**src/rtl/dm_mem_mh_pkg.sv**
```systemverilog
// Shared constants, FSM state type and jal encoder for the multi-hart debug memory.
package dm_mem_pkg;

  localparam int HALTED_ADDR    = 32'h100;
  localparam int GOING_ADDR     = 32'h108;
  localparam int RESUMING_ADDR  = 32'h110;
  localparam int EXCEPTION_ADDR = 32'h118;
  localparam int WHERETO_ADDR   = 32'h300;
  localparam int DATA_ADDR      = 32'h380;
  localparam int FLAGS_ADDR     = 32'h400;
  localparam int ABSCMD_WORDS   = 10;

  typedef enum logic [1:0] {
    IDLE     = 2'd0,
    CMD_GO   = 2'd1,
    CMD_EXEC = 2'd2,
    RESUME   = 2'd3
  } dm_state_e;

  // RISC-V J-type: imm[20|10:1|11|19:12] rd opcode(jal)
  function automatic logic [31:0] jal(input logic [4:0] rd, input logic [20:1] imm);
    return {imm[20], imm[10:1], imm[11], imm[19:12], rd, 7'h6f};
  endfunction

endpackage

```
**src/rtl/dm_mem_mh_if.sv**
```systemverilog
// Hart-side bus into the debug memory window: request in, fixed-latency response out.
interface dm_mem_mh_if #(
  parameter int DbgAddressBits = 12,
  parameter int BusWidth       = 64
);
  logic                      req_i;
  logic                      we_i;
  logic [DbgAddressBits-1:0] addr_i;
  logic [BusWidth-1:0]       wdata_i;
  logic [BusWidth/8-1:0]     be_i;
  logic                      rvalid_o;
  logic [BusWidth-1:0]       rdata_o;

  modport master (output req_i, we_i, addr_i, wdata_i, be_i, input rvalid_o, rdata_o);
  modport slave  (input req_i, we_i, addr_i, wdata_i, be_i, output rvalid_o, rdata_o);
endinterface

```
**src/rtl/dm_mem_mh_hart_status.sv**
```systemverilog
// Per-hart halted/resuming flags; a bus write to a hart beats a same-cycle ack clear.
module dm_mem_hart_status #(
  parameter int NrHarts    = 4,
  parameter int HartSelLen = 2
) (
  input  logic                  clk_i,
  input  logic                  rst_ni,
  input  logic                  set_halt_i,
  input  logic                  set_resume_i,
  input  logic [HartSelLen-1:0] wr_id_i,
  input  logic                  clr_ack_i,
  input  logic [HartSelLen-1:0] clr_id_i,
  output logic [NrHarts-1:0]    halted_o,
  output logic [NrHarts-1:0]    resuming_o
);

  logic [NrHarts-1:0] r_halted, r_resuming;
  logic [NrHarts-1:0] w_hit_wr, w_hit_clr;

  always_comb begin
    w_hit_wr  = '0;
    w_hit_clr = '0;
    for (int h = 0; h < NrHarts; h++) begin
      w_hit_wr[h]  = (int'(wr_id_i) == h);
      w_hit_clr[h] = (int'(clr_id_i) == h);
    end
  end

  always_ff @(posedge clk_i or negedge rst_ni) begin
    if (!rst_ni) begin
      r_halted   <= '0;
      r_resuming <= '0;
    end else begin
      for (int h = 0; h < NrHarts; h++) begin
        if (set_halt_i && w_hit_wr[h]) begin
          r_halted[h]   <= 1'b1;
          r_resuming[h] <= 1'b0;
        end else if (set_resume_i && w_hit_wr[h]) begin
          r_halted[h]   <= 1'b0;
          r_resuming[h] <= 1'b1;
        end else if (clr_ack_i && w_hit_clr[h]) begin
          r_resuming[h] <= 1'b0;
        end
      end
    end
  end

  assign halted_o   = r_halted;
  assign resuming_o = r_resuming;

endmodule

```
**src/rtl/dm_mem_mh.sv**
```systemverilog
// Multi-hart debug ROM/RAM window: write decode, abstract-command/resume FSM and a
// one-cycle registered read mux, all evaluated per 32-bit lane of the bus.
module dm_mem_mh
  import dm_mem_pkg::*;
#(
  parameter int NrHarts        = 4,
  parameter int BusWidth       = 64,
  parameter int DataCount      = 2,
  parameter int ProgBufSize    = 8,
  parameter int DbgAddressBits = 12,
  parameter int HartSelLen     = (NrHarts > 1) ? $clog2(NrHarts) : 1
) (
  input  logic                             clk_i,
  input  logic                             rst_ni,
  dm_mem_mh_if.slave                       bus,
  input  logic [HartSelLen-1:0]            hartsel_i,
  input  logic                             cmd_valid_i,
  input  logic                             resumereq_i,
  input  logic                             clear_resumeack_i,
  input  logic [ProgBufSize-1:0][31:0]     progbuf_i,
  input  logic [ABSCMD_WORDS-1:0][31:0]    abs_cmd_i,
  input  logic [DataCount-1:0][31:0]       data_i,
  output logic [DataCount-1:0][31:0]       data_o,
  output logic                             data_valid_o,
  output logic [NrHarts-1:0]               halted_o,
  output logic [NrHarts-1:0]               resuming_o,
  output logic                             cmdbusy_o,
  output logic                             cmd_exc_o
);

  localparam int NW           = BusWidth / 32;
  localparam int NB           = BusWidth / 8;
  localparam int PROGBUF_ADDR = DATA_ADDR - 4 * ProgBufSize;
  localparam int ABSCMD_ADDR  = PROGBUF_ADDR - 4 * ABSCMD_WORDS;
  localparam logic [31:0] ABS_OFF = 32'(ABSCMD_ADDR - WHERETO_ADDR);
  localparam logic [31:0] PB_OFF  = 32'(PROGBUF_ADDR - WHERETO_ADDR);
  localparam logic [31:0] JAL_ABS = jal(5'd0, ABS_OFF[20:1]);
  localparam logic [31:0] JAL_PB  = jal(5'd0, PB_OFF[20:1]);
  localparam logic [DbgAddressBits-1:0] ALIGN_MASK = DbgAddressBits'(NB - 1);

  logic [DbgAddressBits-1:0] w_aaddr;
  int                        w_base;
  logic                      w_wr, w_wr_halted, w_wr_going, w_wr_resuming, w_wr_exc, w_wr_data;
  logic [HartSelLen-1:0]     w_wid;
  logic                      w_sel_halted, w_exc;
  logic [NW-1:0][31:0]       w_rd;
  dm_state_e                 r_state, w_state_nxt;
  logic                      r_rvalid, r_dvalid, r_cmd_exc;
  logic [BusWidth-1:0]       r_rdata;
  logic [DataCount-1:0][31:0] r_data;

  // Every access is treated as bus-aligned; sub-word offsets select nothing.
  assign w_aaddr       = bus.addr_i & ~ALIGN_MASK;
  assign w_base        = int'(w_aaddr);
  assign w_wr          = bus.req_i & bus.we_i;
  assign w_wr_halted   = w_wr && (w_base == HALTED_ADDR);
  assign w_wr_going    = w_wr && (w_base == GOING_ADDR);
  assign w_wr_resuming = w_wr && (w_base == RESUMING_ADDR);
  assign w_wr_exc      = w_wr && (w_base == EXCEPTION_ADDR);
  assign w_wid         = bus.wdata_i[HartSelLen-1:0];

  dm_mem_hart_status #(
    .NrHarts    (NrHarts),
    .HartSelLen (HartSelLen)
  ) u_status (
    .clk_i        (clk_i),
    .rst_ni       (rst_ni),
    .set_halt_i   (w_wr_halted),
    .set_resume_i (w_wr_resuming),
    .wr_id_i      (w_wid),
    .clr_ack_i    (clear_resumeack_i),
    .clr_id_i     (hartsel_i),
    .halted_o     (halted_o),
    .resuming_o   (resuming_o)
  );

  always_comb begin
    w_sel_halted = 1'b0;
    for (int h = 0; h < NrHarts; h++)
      if (int'(hartsel_i) == h) w_sel_halted = halted_o[h];
  end

  always_comb begin
    w_state_nxt = r_state;
    w_exc       = 1'b0;
    case (r_state)
      IDLE: begin
        if (cmd_valid_i && w_sel_halted)      w_state_nxt = CMD_GO;
        else if (resumereq_i && w_sel_halted) w_state_nxt = RESUME;
      end
      CMD_GO:   if (w_wr_going) w_state_nxt = CMD_EXEC;
      CMD_EXEC: begin
        if (w_wr_halted) w_state_nxt = IDLE;
        else if (w_wr_exc) begin
          w_state_nxt = IDLE;
          w_exc       = 1'b1;
        end
      end
      RESUME:   if (w_wr_resuming) w_state_nxt = IDLE;
      default:  w_state_nxt = IDLE;
    endcase
  end

  always_comb begin
    w_wr_data = 1'b0;
    for (int k = 0; k < NW; k++)
      for (int d = 0; d < DataCount; d++)
        if (w_wr && (w_base + 4 * k == DATA_ADDR + 4 * d)) w_wr_data = 1'b1;
  end

  // Read mux per 32-bit lane; anything not matched reads as zero.
  always_comb begin
    int wa;
    wa   = 0;
    w_rd = '0;
    for (int k = 0; k < NW; k++) begin
      wa = w_base + 4 * k;
      if (wa == WHERETO_ADDR)
        w_rd[k] = (r_state == CMD_GO || r_state == CMD_EXEC) ? JAL_ABS : JAL_PB;
      for (int a = 0; a < ABSCMD_WORDS; a++)
        if (wa == ABSCMD_ADDR + 4 * a) w_rd[k] = abs_cmd_i[a];
      for (int p = 0; p < ProgBufSize; p++)
        if (wa == PROGBUF_ADDR + 4 * p) w_rd[k] = progbuf_i[p];
      for (int d = 0; d < DataCount; d++)
        if (wa == DATA_ADDR + 4 * d) w_rd[k] = data_i[d];
      for (int b = 0; b < 4; b++)
        if (wa + b == FLAGS_ADDR + int'(hartsel_i))
          w_rd[k][8*b +: 8] = {6'b0, r_state == RESUME, r_state == CMD_GO};
    end
  end

  always_ff @(posedge clk_i or negedge rst_ni) begin
    if (!rst_ni) begin
      r_state   <= IDLE;
      r_rvalid  <= 1'b0;
      r_rdata   <= '0;
      r_dvalid  <= 1'b0;
      r_cmd_exc <= 1'b0;
      r_data    <= '0;
    end else begin
      r_state   <= w_state_nxt;
      r_rvalid  <= bus.req_i;
      r_rdata   <= (bus.req_i && !bus.we_i) ? w_rd : '0;
      r_dvalid  <= w_wr_data;
      r_cmd_exc <= w_exc;
      for (int k = 0; k < NW; k++)
        for (int d = 0; d < DataCount; d++)
          if (w_wr && (w_base + 4 * k == DATA_ADDR + 4 * d))
            for (int b = 0; b < 4; b++)
              if (bus.be_i[4*k + b]) r_data[d][8*b +: 8] <= bus.wdata_i[32*k + 8*b +: 8];
    end
  end

  assign bus.rvalid_o = r_rvalid;
  assign bus.rdata_o  = r_rdata;
  assign data_o       = r_data;
  assign data_valid_o = r_dvalid;
  assign cmd_exc_o    = r_cmd_exc;
  assign cmdbusy_o    = (r_state == CMD_GO) || (r_state == CMD_EXEC);

endmodule

```
**src/flat_wrapper.sv**
```systemverilog
// flat-port wrapper written by rule: the top's interface ports become plain ports
module dm_mem_mh_flat import dm_mem_pkg::*;
#(
  parameter int NrHarts        = 4,
  parameter int BusWidth       = 64,
  parameter int DataCount      = 2,
  parameter int ProgBufSize    = 8,
  parameter int DbgAddressBits = 12,
  parameter int HartSelLen     = (NrHarts > 1) ? $clog2(NrHarts) : 1
)
  (clk_i, rst_ni, hartsel_i, cmd_valid_i, resumereq_i, clear_resumeack_i, progbuf_i, abs_cmd_i, data_i, data_o, data_valid_o, halted_o, resuming_o, cmdbusy_o, cmd_exc_o, bus_req_i, bus_we_i, bus_addr_i, bus_wdata_i, bus_be_i, bus_rvalid_o, bus_rdata_o);
  dm_mem_mh_if #(.DbgAddressBits(DbgAddressBits), .BusWidth(BusWidth)) bus_i ();
  input  logic clk_i;
  input  logic rst_ni;
  input  logic [HartSelLen-1:0] hartsel_i;
  input  logic cmd_valid_i;
  input  logic resumereq_i;
  input  logic clear_resumeack_i;
  input  logic [ProgBufSize-1:0][31:0] progbuf_i;
  input  logic [ABSCMD_WORDS-1:0][31:0] abs_cmd_i;
  input  logic [DataCount-1:0][31:0] data_i;
  output logic [DataCount-1:0][31:0] data_o;
  output logic data_valid_o;
  output logic [NrHarts-1:0] halted_o;
  output logic [NrHarts-1:0] resuming_o;
  output logic cmdbusy_o;
  output logic cmd_exc_o;
  input wire logic [$bits(bus_i.req_i)-1:0] bus_req_i;
  input wire logic [$bits(bus_i.we_i)-1:0] bus_we_i;
  input wire logic [$bits(bus_i.addr_i)-1:0] bus_addr_i;
  input wire logic [$bits(bus_i.wdata_i)-1:0] bus_wdata_i;
  input wire logic [$bits(bus_i.be_i)-1:0] bus_be_i;
  output wire logic [$bits(bus_i.rvalid_o)-1:0] bus_rvalid_o;
  output wire logic [$bits(bus_i.rdata_o)-1:0] bus_rdata_o;
  assign bus_i.req_i = bus_req_i;
  assign bus_i.we_i = bus_we_i;
  assign bus_i.addr_i = bus_addr_i;
  assign bus_i.wdata_i = bus_wdata_i;
  assign bus_i.be_i = bus_be_i;
  assign bus_rvalid_o = bus_i.rvalid_o;
  assign bus_rdata_o = bus_i.rdata_o;
  dm_mem_mh #(.NrHarts(NrHarts), .BusWidth(BusWidth), .DataCount(DataCount), .ProgBufSize(ProgBufSize), .DbgAddressBits(DbgAddressBits), .HartSelLen(HartSelLen)) u_core (.clk_i(clk_i), .rst_ni(rst_ni), .bus(bus_i), .hartsel_i(hartsel_i), .cmd_valid_i(cmd_valid_i), .resumereq_i(resumereq_i), .clear_resumeack_i(clear_resumeack_i), .progbuf_i(progbuf_i), .abs_cmd_i(abs_cmd_i), .data_i(data_i), .data_o(data_o), .data_valid_o(data_valid_o), .halted_o(halted_o), .resuming_o(resuming_o), .cmdbusy_o(cmdbusy_o), .cmd_exc_o(cmd_exc_o));
endmodule
```
**config.mk**
```make
export PLATFORM = sky130hd
export DESIGN_NAME = dm_mem_mh_flat
export DESIGN_NICKNAME = d
export VERILOG_FILES = /design/src/rtl/dm_mem_mh_pkg.sv /design/src/rtl/dm_mem_mh_if.sv /design/src/rtl/dm_mem_mh_hart_status.sv /design/src/rtl/dm_mem_mh.sv /design/src/flat_wrapper.sv
export SDC_FILE = /design/constraint.sdc
export NUM_CORES = 1
export LEC_CHECK = 0
export CAP_MARGIN = 10
export CORE_AREA = 2 2 336 338
export CTS_CLUSTER_SIZE = 20
export DETAILED_ROUTE_END_ITERATION = 7
export DIE_AREA = 0 0 338 340
export PLACE_DENSITY_LB_ADDON = 0.1
export RECOVER_POWER = 100
export SETUP_SLACK_MARGIN = 0.15
export SYNTH_ARGS = -nofsm -noshare
export SYNTH_HDL_FRONTEND = slang
export SYNTH_SLANG_ARGS = --single-unit
export TNS_END_PERCENT = 100
```
**constraint.sdc**
```tcl
create_clock -name clk_i -period 1.8 [get_ports clk_i]
set_input_delay 0.45 -clock clk_i [delete_from_list [all_inputs] [get_ports clk_i]]
set_output_delay 0.45 -clock clk_i [all_outputs]
set_load 0.01 [all_outputs]
```
* Word-level counts from Yosys, hierarchy flattened
Cells that the tools add are included.
** Operators by class
- Equal/unequal tests :: 57
- Bitwise gates (word level) :: 1
- Multiplexer cells :: 94
- Reductions and logical operators :: 40
- Add/subtract/negate cells :: 8
** Operator list (number)
- 2-to-1 mux 32 bit :: 35
- == test 32 x 11 -> 1 bit, second input constant :: 21
- == test 32 bit :: 7
- 2-to-1 mux 8 bit :: 20
- == test 9 x 8 -> 1 bit, second input constant :: 11
- adder 32 x 3 -> 32 bit, second input constant :: 2
- 2-to-1 mux 64 bit :: 1
- == test 9 x 7 -> 1 bit, second input constant :: 4
- adder 32 x 2 -> 32 bit, second input constant :: 1
- == test 13 x 32 -> 1 bit :: 1
- 2-to-1 mux 1 bit :: 30
- 2-to-1 mux 27 bit :: 1
- adder 12 x 2 -> 13 bit, second input constant :: 2
- logical AND 1 bit :: 22
- adder 12 x 1 -> 13 bit, second input constant :: 1
- adder 12 x 3 -> 13 bit, second input constant :: 1
- adder 11 x 2 -> 12 bit, first input constant :: 1
- == test 2 bit, second input constant :: 6
- 2-to-1 mux 2 bit :: 6
- nonzero test 3 bit :: 4
- one-hot mux 2 bit (4 select lines) :: 1
- AND reduction 2 bit :: 4
- nonzero test 2 bit :: 4
- == test 2 x 1 -> 1 bit, second input constant :: 3
- other kinds (9) :: 11
** Storage, ports and cells
- Word-level logic and storage cells :: 218
- Input bits :: 733
- Bits in registers :: 141
- Output and inout bits :: 140

* Longest topological paths before layout
- Word-level depth :: 26
- Depth in mapped cells :: 10
- Gate-level depth less buffers :: 7

* Modules after synthesis
A second synthesis with hierarchy kept.
** Unflattened totals
- Cells, all modules :: 1434
- Area total of the unflattened synthesis :: 11314.6 um^2
** Modules (own cells, without submodules)
- dm_mem_mh :: cells each 1402, area an instance 10963.0 um^2, times used 1
- dm_mem_hart_status :: cells each 32, area an instance 351.6 um^2, times used 1

* Least setup slack after synthesis
OpenSTA, ideal clock, no wires.
- Path kind :: input to register
- Start :: in bus_addr_i[7]
- End :: reg u_core.r_rdata[35], in the netlist u_core.bus.rdata_o[35]
- Cell stages on the path :: 9
- Arrival time :: 1942 ps
- Path slack :: -263 ps
- Path through :: nand4bb_1 > buf_2 > or3_1 > buf_2 > nor2_1 > buf_4 > buf_2 > a21oi_1 > a22o_1
** On the way
- Longest elaborated chain between the ends :: 25
- Elaborated cells on any way between the ends :: 46
- Classes of those cells :: add/sub (1); eq/ne (22); mux (23)
** Ends and longest elaborated chain
- from (decl) :: RTL line flat_wrapper.sv:30 : input wire logic [$bits(bus_i.addr_i)-1:0] bus_addr_i;
- adder 12 x 3 -> 13 bit * :: RTL line dm_mem_mh.sv:117 : wa = w_base + 4 * k;
- == test 32 x 11 -> 1 bit :: RTL line dm_mem_mh.sv:118 : if (wa == WHERETO_ADDR)
- 2-to-1 mux 32 bit :: RTL line dm_mem_mh.sv:118
- 2-to-1 mux 32 bit (10 in series) :: RTL line dm_mem_mh.sv:121 : if (wa == ABSCMD_ADDR + 4 * a) w_rd[k] = abs_cmd_i[a];
- 2-to-1 mux 32 bit (8 in series) :: RTL line dm_mem_mh.sv:123 : if (wa == PROGBUF_ADDR + 4 * p) w_rd[k] = progbuf_i[p];
- 2-to-1 mux 32 bit (2 in series) :: RTL line dm_mem_mh.sv:125 : if (wa == DATA_ADDR + 4 * d) w_rd[k] = data_i[d];
- 2-to-1 mux 8 bit * :: RTL line dm_mem_mh.sv:127 : if (wa + b == FLAGS_ADDR + int'(hartsel_i))
- 2-to-1 mux 64 bit * :: RTL line dm_mem_mh.sv:143 : r_rdata <= (bus.req_i && !bus.we_i) ? w_rd : '0;
- to (signal assigned) :: RTL line dm_mem_mh.sv:143
- to (decl) :: RTL line dm_mem_mh.sv:49 : logic [BusWidth-1:0] r_rdata;
Mark *: on every way between the ends. The rest lies on a longest branch, timed or not.
A chain may end at the register's enable or synchronous reset.

* Final worst setup path
- Start :: in bus_addr_i[10]
- End :: reg u_core.r_rdata[7], in the netlist u_core.bus.rdata_o[7]
** On the way
- Longest elaborated chain between the ends :: 14
- Elaborated cells on any way between the ends :: 25
- Classes of those cells :: eq/ne (12); mux (13)
** Ends and longest elaborated chain (RTL line)
- == test 9 x 8 -> 1 bit :: dm_mem_mh.sv:118
- 2-to-1 mux 32 bit :: dm_mem_mh.sv:118
- 2-to-1 mux 32 bit (5 in series) :: dm_mem_mh.sv:121
- 2-to-1 mux 32 bit (4 in series) :: dm_mem_mh.sv:123
- 2-to-1 mux 32 bit :: dm_mem_mh.sv:125
- 2-to-1 mux 8 bit * :: dm_mem_mh.sv:127
- 2-to-1 mux 64 bit * :: dm_mem_mh.sv:143
Marked as above.

==> reports/metrics.yaml <==
ir_drop_uv: 803.2
core_area_mm2: 0.1116
rsz0062_at_grt: "yes"
rows: 123
utilization: 0.2455
fin_crit_ns: 1.999
synth-compound-area-share: 0.3476
clock_path_buffers: 2
path_class: "input pin to register"
area_growth_pct: 137.5
synth_simple_gate_area_frac: 0.1404
synth_seq_cells: 141
cp_data_arrival_time_ns: 2.44
p_per_area_mw_per_mm2: 442.6
grt_max_degree: 61
power_mw: 12.12
worstMarginPinSlew_ns: 1.376
clock_sinks: 141
wl_per_cell_um: 28.22
vias: 16480
dr_wl_met3_um: 9568
synth.area.top_cells: "dfrtp_1 31%, mux2_2 6.8%, mux2_1 6.2%, o22ai_1 5.5%, a21oi_1 5.5%"
top_layer: "met5"
antenna_found_initial: 62
start_util: 0.1034
post-place-cells: 3850
end_kind: "register"
cp_data_required_time_ns: 2.25
wl_met1_um: 44230
p_comb_frac: 0.375
synth_fp_nets: 2100
fmax_mhz: 500.3
grt_usage: 0.1871
crit_fanout: 8
p_switching_mw: 3.996
yosysTopAreaCellShare: 0.3059
numCtsBuffers: 17
worst_path_most_repeated_cell: "buf_12"
synth_cells: 1362
grt.overflow.total: 0
post_drt_via_cell_ratio: 4.137
relSlewSlack: 0.08265
critPathSlowestCell: "nand4bb_4"
ys_seq_area_frac: 0.3059
synth_top_family_by_area: "compound AO/OA/AOI/OAI gates"
dieArea_mm2: 0.1149
die_x_um: 338
synth.cells.most_frequent: "141 x dfrtp_1, 127 x a21oi_1, 111 x nor2_1"
grt_pass1_wl_um: 146800
violations: "setup timing"
ios: 873
min_path_type: "input pin to register"
port-buffer-count: 869
synth_cell_types: 70
worst_clock_skew_ns: 0.03519
root_buffer: "clkbuf_16"
swShare: 0.3296
fin_ws_ns: -0.1988
slowest_delay_ns: 0.26
slew_violations: 0
synthAdderAreaFrac: 0.005424
min-delay-start: "bus_req_i"
hold_violations: 0
ant_nets: 0
drc_errors: 0
synth_top_cell_by_area: "dfrtp_1"
nets: 3182
clk_latency_ns: 0.54
wl_met2_um: 55640
cellLeakagePower_nw: 10.60
synth_most_common_cell: "dfrtp_1"
place_hpwl_um: 90490
cts.clk_slew.worst_paths_ns: 0.08
htree_num_levels: 4
period_share: 1.110
yosys.area_share.xor_xnor: 0.0007594
gp_congestion: 0.8152
status: "finished, violations left"
drive_above_1_share: 0.2845
layout.cells.non_filler: 3983
grt_pass1_vias: 17710
dieHeight_um: 340
drt-total-wl_um: 112400
cp-start-kind: "input pin"
setup-tns-final_ns: -7.034
syn-cell-area_mm2: 0.01153
worstReg2RegStart: "u_core.r_state[1]"
avgSynthCellArea_um2: 8.468
crit_chain: "buf_6, nand4bb_4, buf_6, buf_12, buf_12, nor3_4, buf_6, buf_12, buf_12, buf_12, buf_12, a2bb2oi_2, o22ai_1, a32o_1"
synth_mux_area_frac: 0.1449
synth_ff_type: "dfrtp_1"
p_seq_frac: 0.267
intPower_mw: 8.126
drt_first_pass_iters: 5
cts_tree: "built"
async_reset_ff_frac: 1.000
pwr-share-clk: 0.358
setup_violations: 108
cap_violations: 0
startpoint: "bus_addr_i[10]"
yosys_warnings: 0
synth_edf_count: 0
drtIter0Drc: 716
[cells by family (layout without fill, tap and decap cells)]
kind of cell             after synthesis  after routing
AND/OR/NAND/NOR                      332            332
XOR/XNOR                               1              1
AO/OA/AOI/OAI                        585            585
other                                  0             26
multiplexers                         149            149
buffers and inverters                149           1244
adder cells (fa/ha/maj)                5              5
flip-flops                           141            141
[path summary, 6_finish.rpt]
kind	cells after the start	to	slack, ns
worst max-delay path	14	u_core.bus.rdata_o[7]	-0.20
worst min-delay path	1	u_core.bus.rvalid_o	0.29
worst max register to register	8	u_core.r_state[0]	0.08
worst min register to register	1	u_core.data_o[4]	0.49
max in group asynchronous	3	u_core.bus.rdata_o[60]	0.08
min in group asynchronous	2	u_core.data_o[63]	0.78
[routing by layer]
layer,vias up,GRT usage
met2,710,0.3258
met4,52,0.05546
met1,8123,0.2139
met3,148,0.06472
li1,7443,-
met5,-,0
[power by group through the flow]
stage               combinational (mW)  sequential [mW]  clock (mW)
global route                      4.83             3.24        4.63
floorplan                         1.19             3.31           0
global placement                  4.16             3.29           0
finish                            4.54             3.24        4.34
detailed placement                4.17             3.29           0
CTS                               4.45             3.23        4.56
[cell type report]
cell class | instances | area (µm²)
fill | 12090 | 84190
timing repair buffer | 1195 | 12200
multi-input combinational | 1072 | 9011
sequential | 141 | 3531
tap | 1500 | 1877
clock buffer | 17 | 425.4
clock inverter | 15 | 215.2
antenna | 26 | 65.06
inverter | 17 | 63.81
[cell usage in the layout (no fill, tap or decap), types with 20 or more instances in the layout]
cell type and n:
a2bb2oi_2 29, buf_6 52, mux2_2 69, buf_4 189
buf_12 66, diode_2 26, mux2_1 45, clkdlybuf4s50_1 715
mux2_4 20, a21oi_2 23, nand2_1 65, o221ai_1 24
o21ai_0 48, o21a_1 41, a22o_1 32, a21oi_1 100
nor2_1 98, dfrtp_1 139, nand2b_1 68, clkbuf_1 44
clkdlybuf4s25_1 78, o22ai_1 81
[metrics by stage]
step	area, µm²	setup WS (ns)	hold WS (ns)
after floorplan	11890	-0.2573	0.1544
after global placement	24240	-1.490	0.4301
after detailed placement	24240	-1.497	0.4328
after CTS	26370	-0.1158	0.2408
after global routing	27370	-0.1739	0.2516
final	27390	-0.1988	0.2888
[timing repair]
item,4_1_cts,5_1_grt
buffers inserted,42,21
setup endpoints to repair,278,155
hold buffers,1,0
hold endpoints to repair,28,0
cloned,9,2
gates resized for setup,614,212
pin swaps,99,96
[sequential cells by signal (all words and copies together), names as in the netlist]
| name | flops |
|---|---|
| u_core.bus.rdata_o | 64 |
| u_core.bus.rvalid_o | 1 |
| u_core.cmd_exc_o | 1 |
| u_core.data_o | 64 |
| u_core.data_valid_o | 1 |
| u_core.r_state | 2 |
| u_core.u_status.halted_o | 4 |
| u_core.u_status.resuming_o | 4 |
[critical path: cells and delay by family]
family,cells,cell delay [ns]
buffers and inverters,9,1.18
and+or+nand+nor,2,0.41
AOI/OAI and AO/OA,3,0.39
Power figures use the tool's default switching activity.
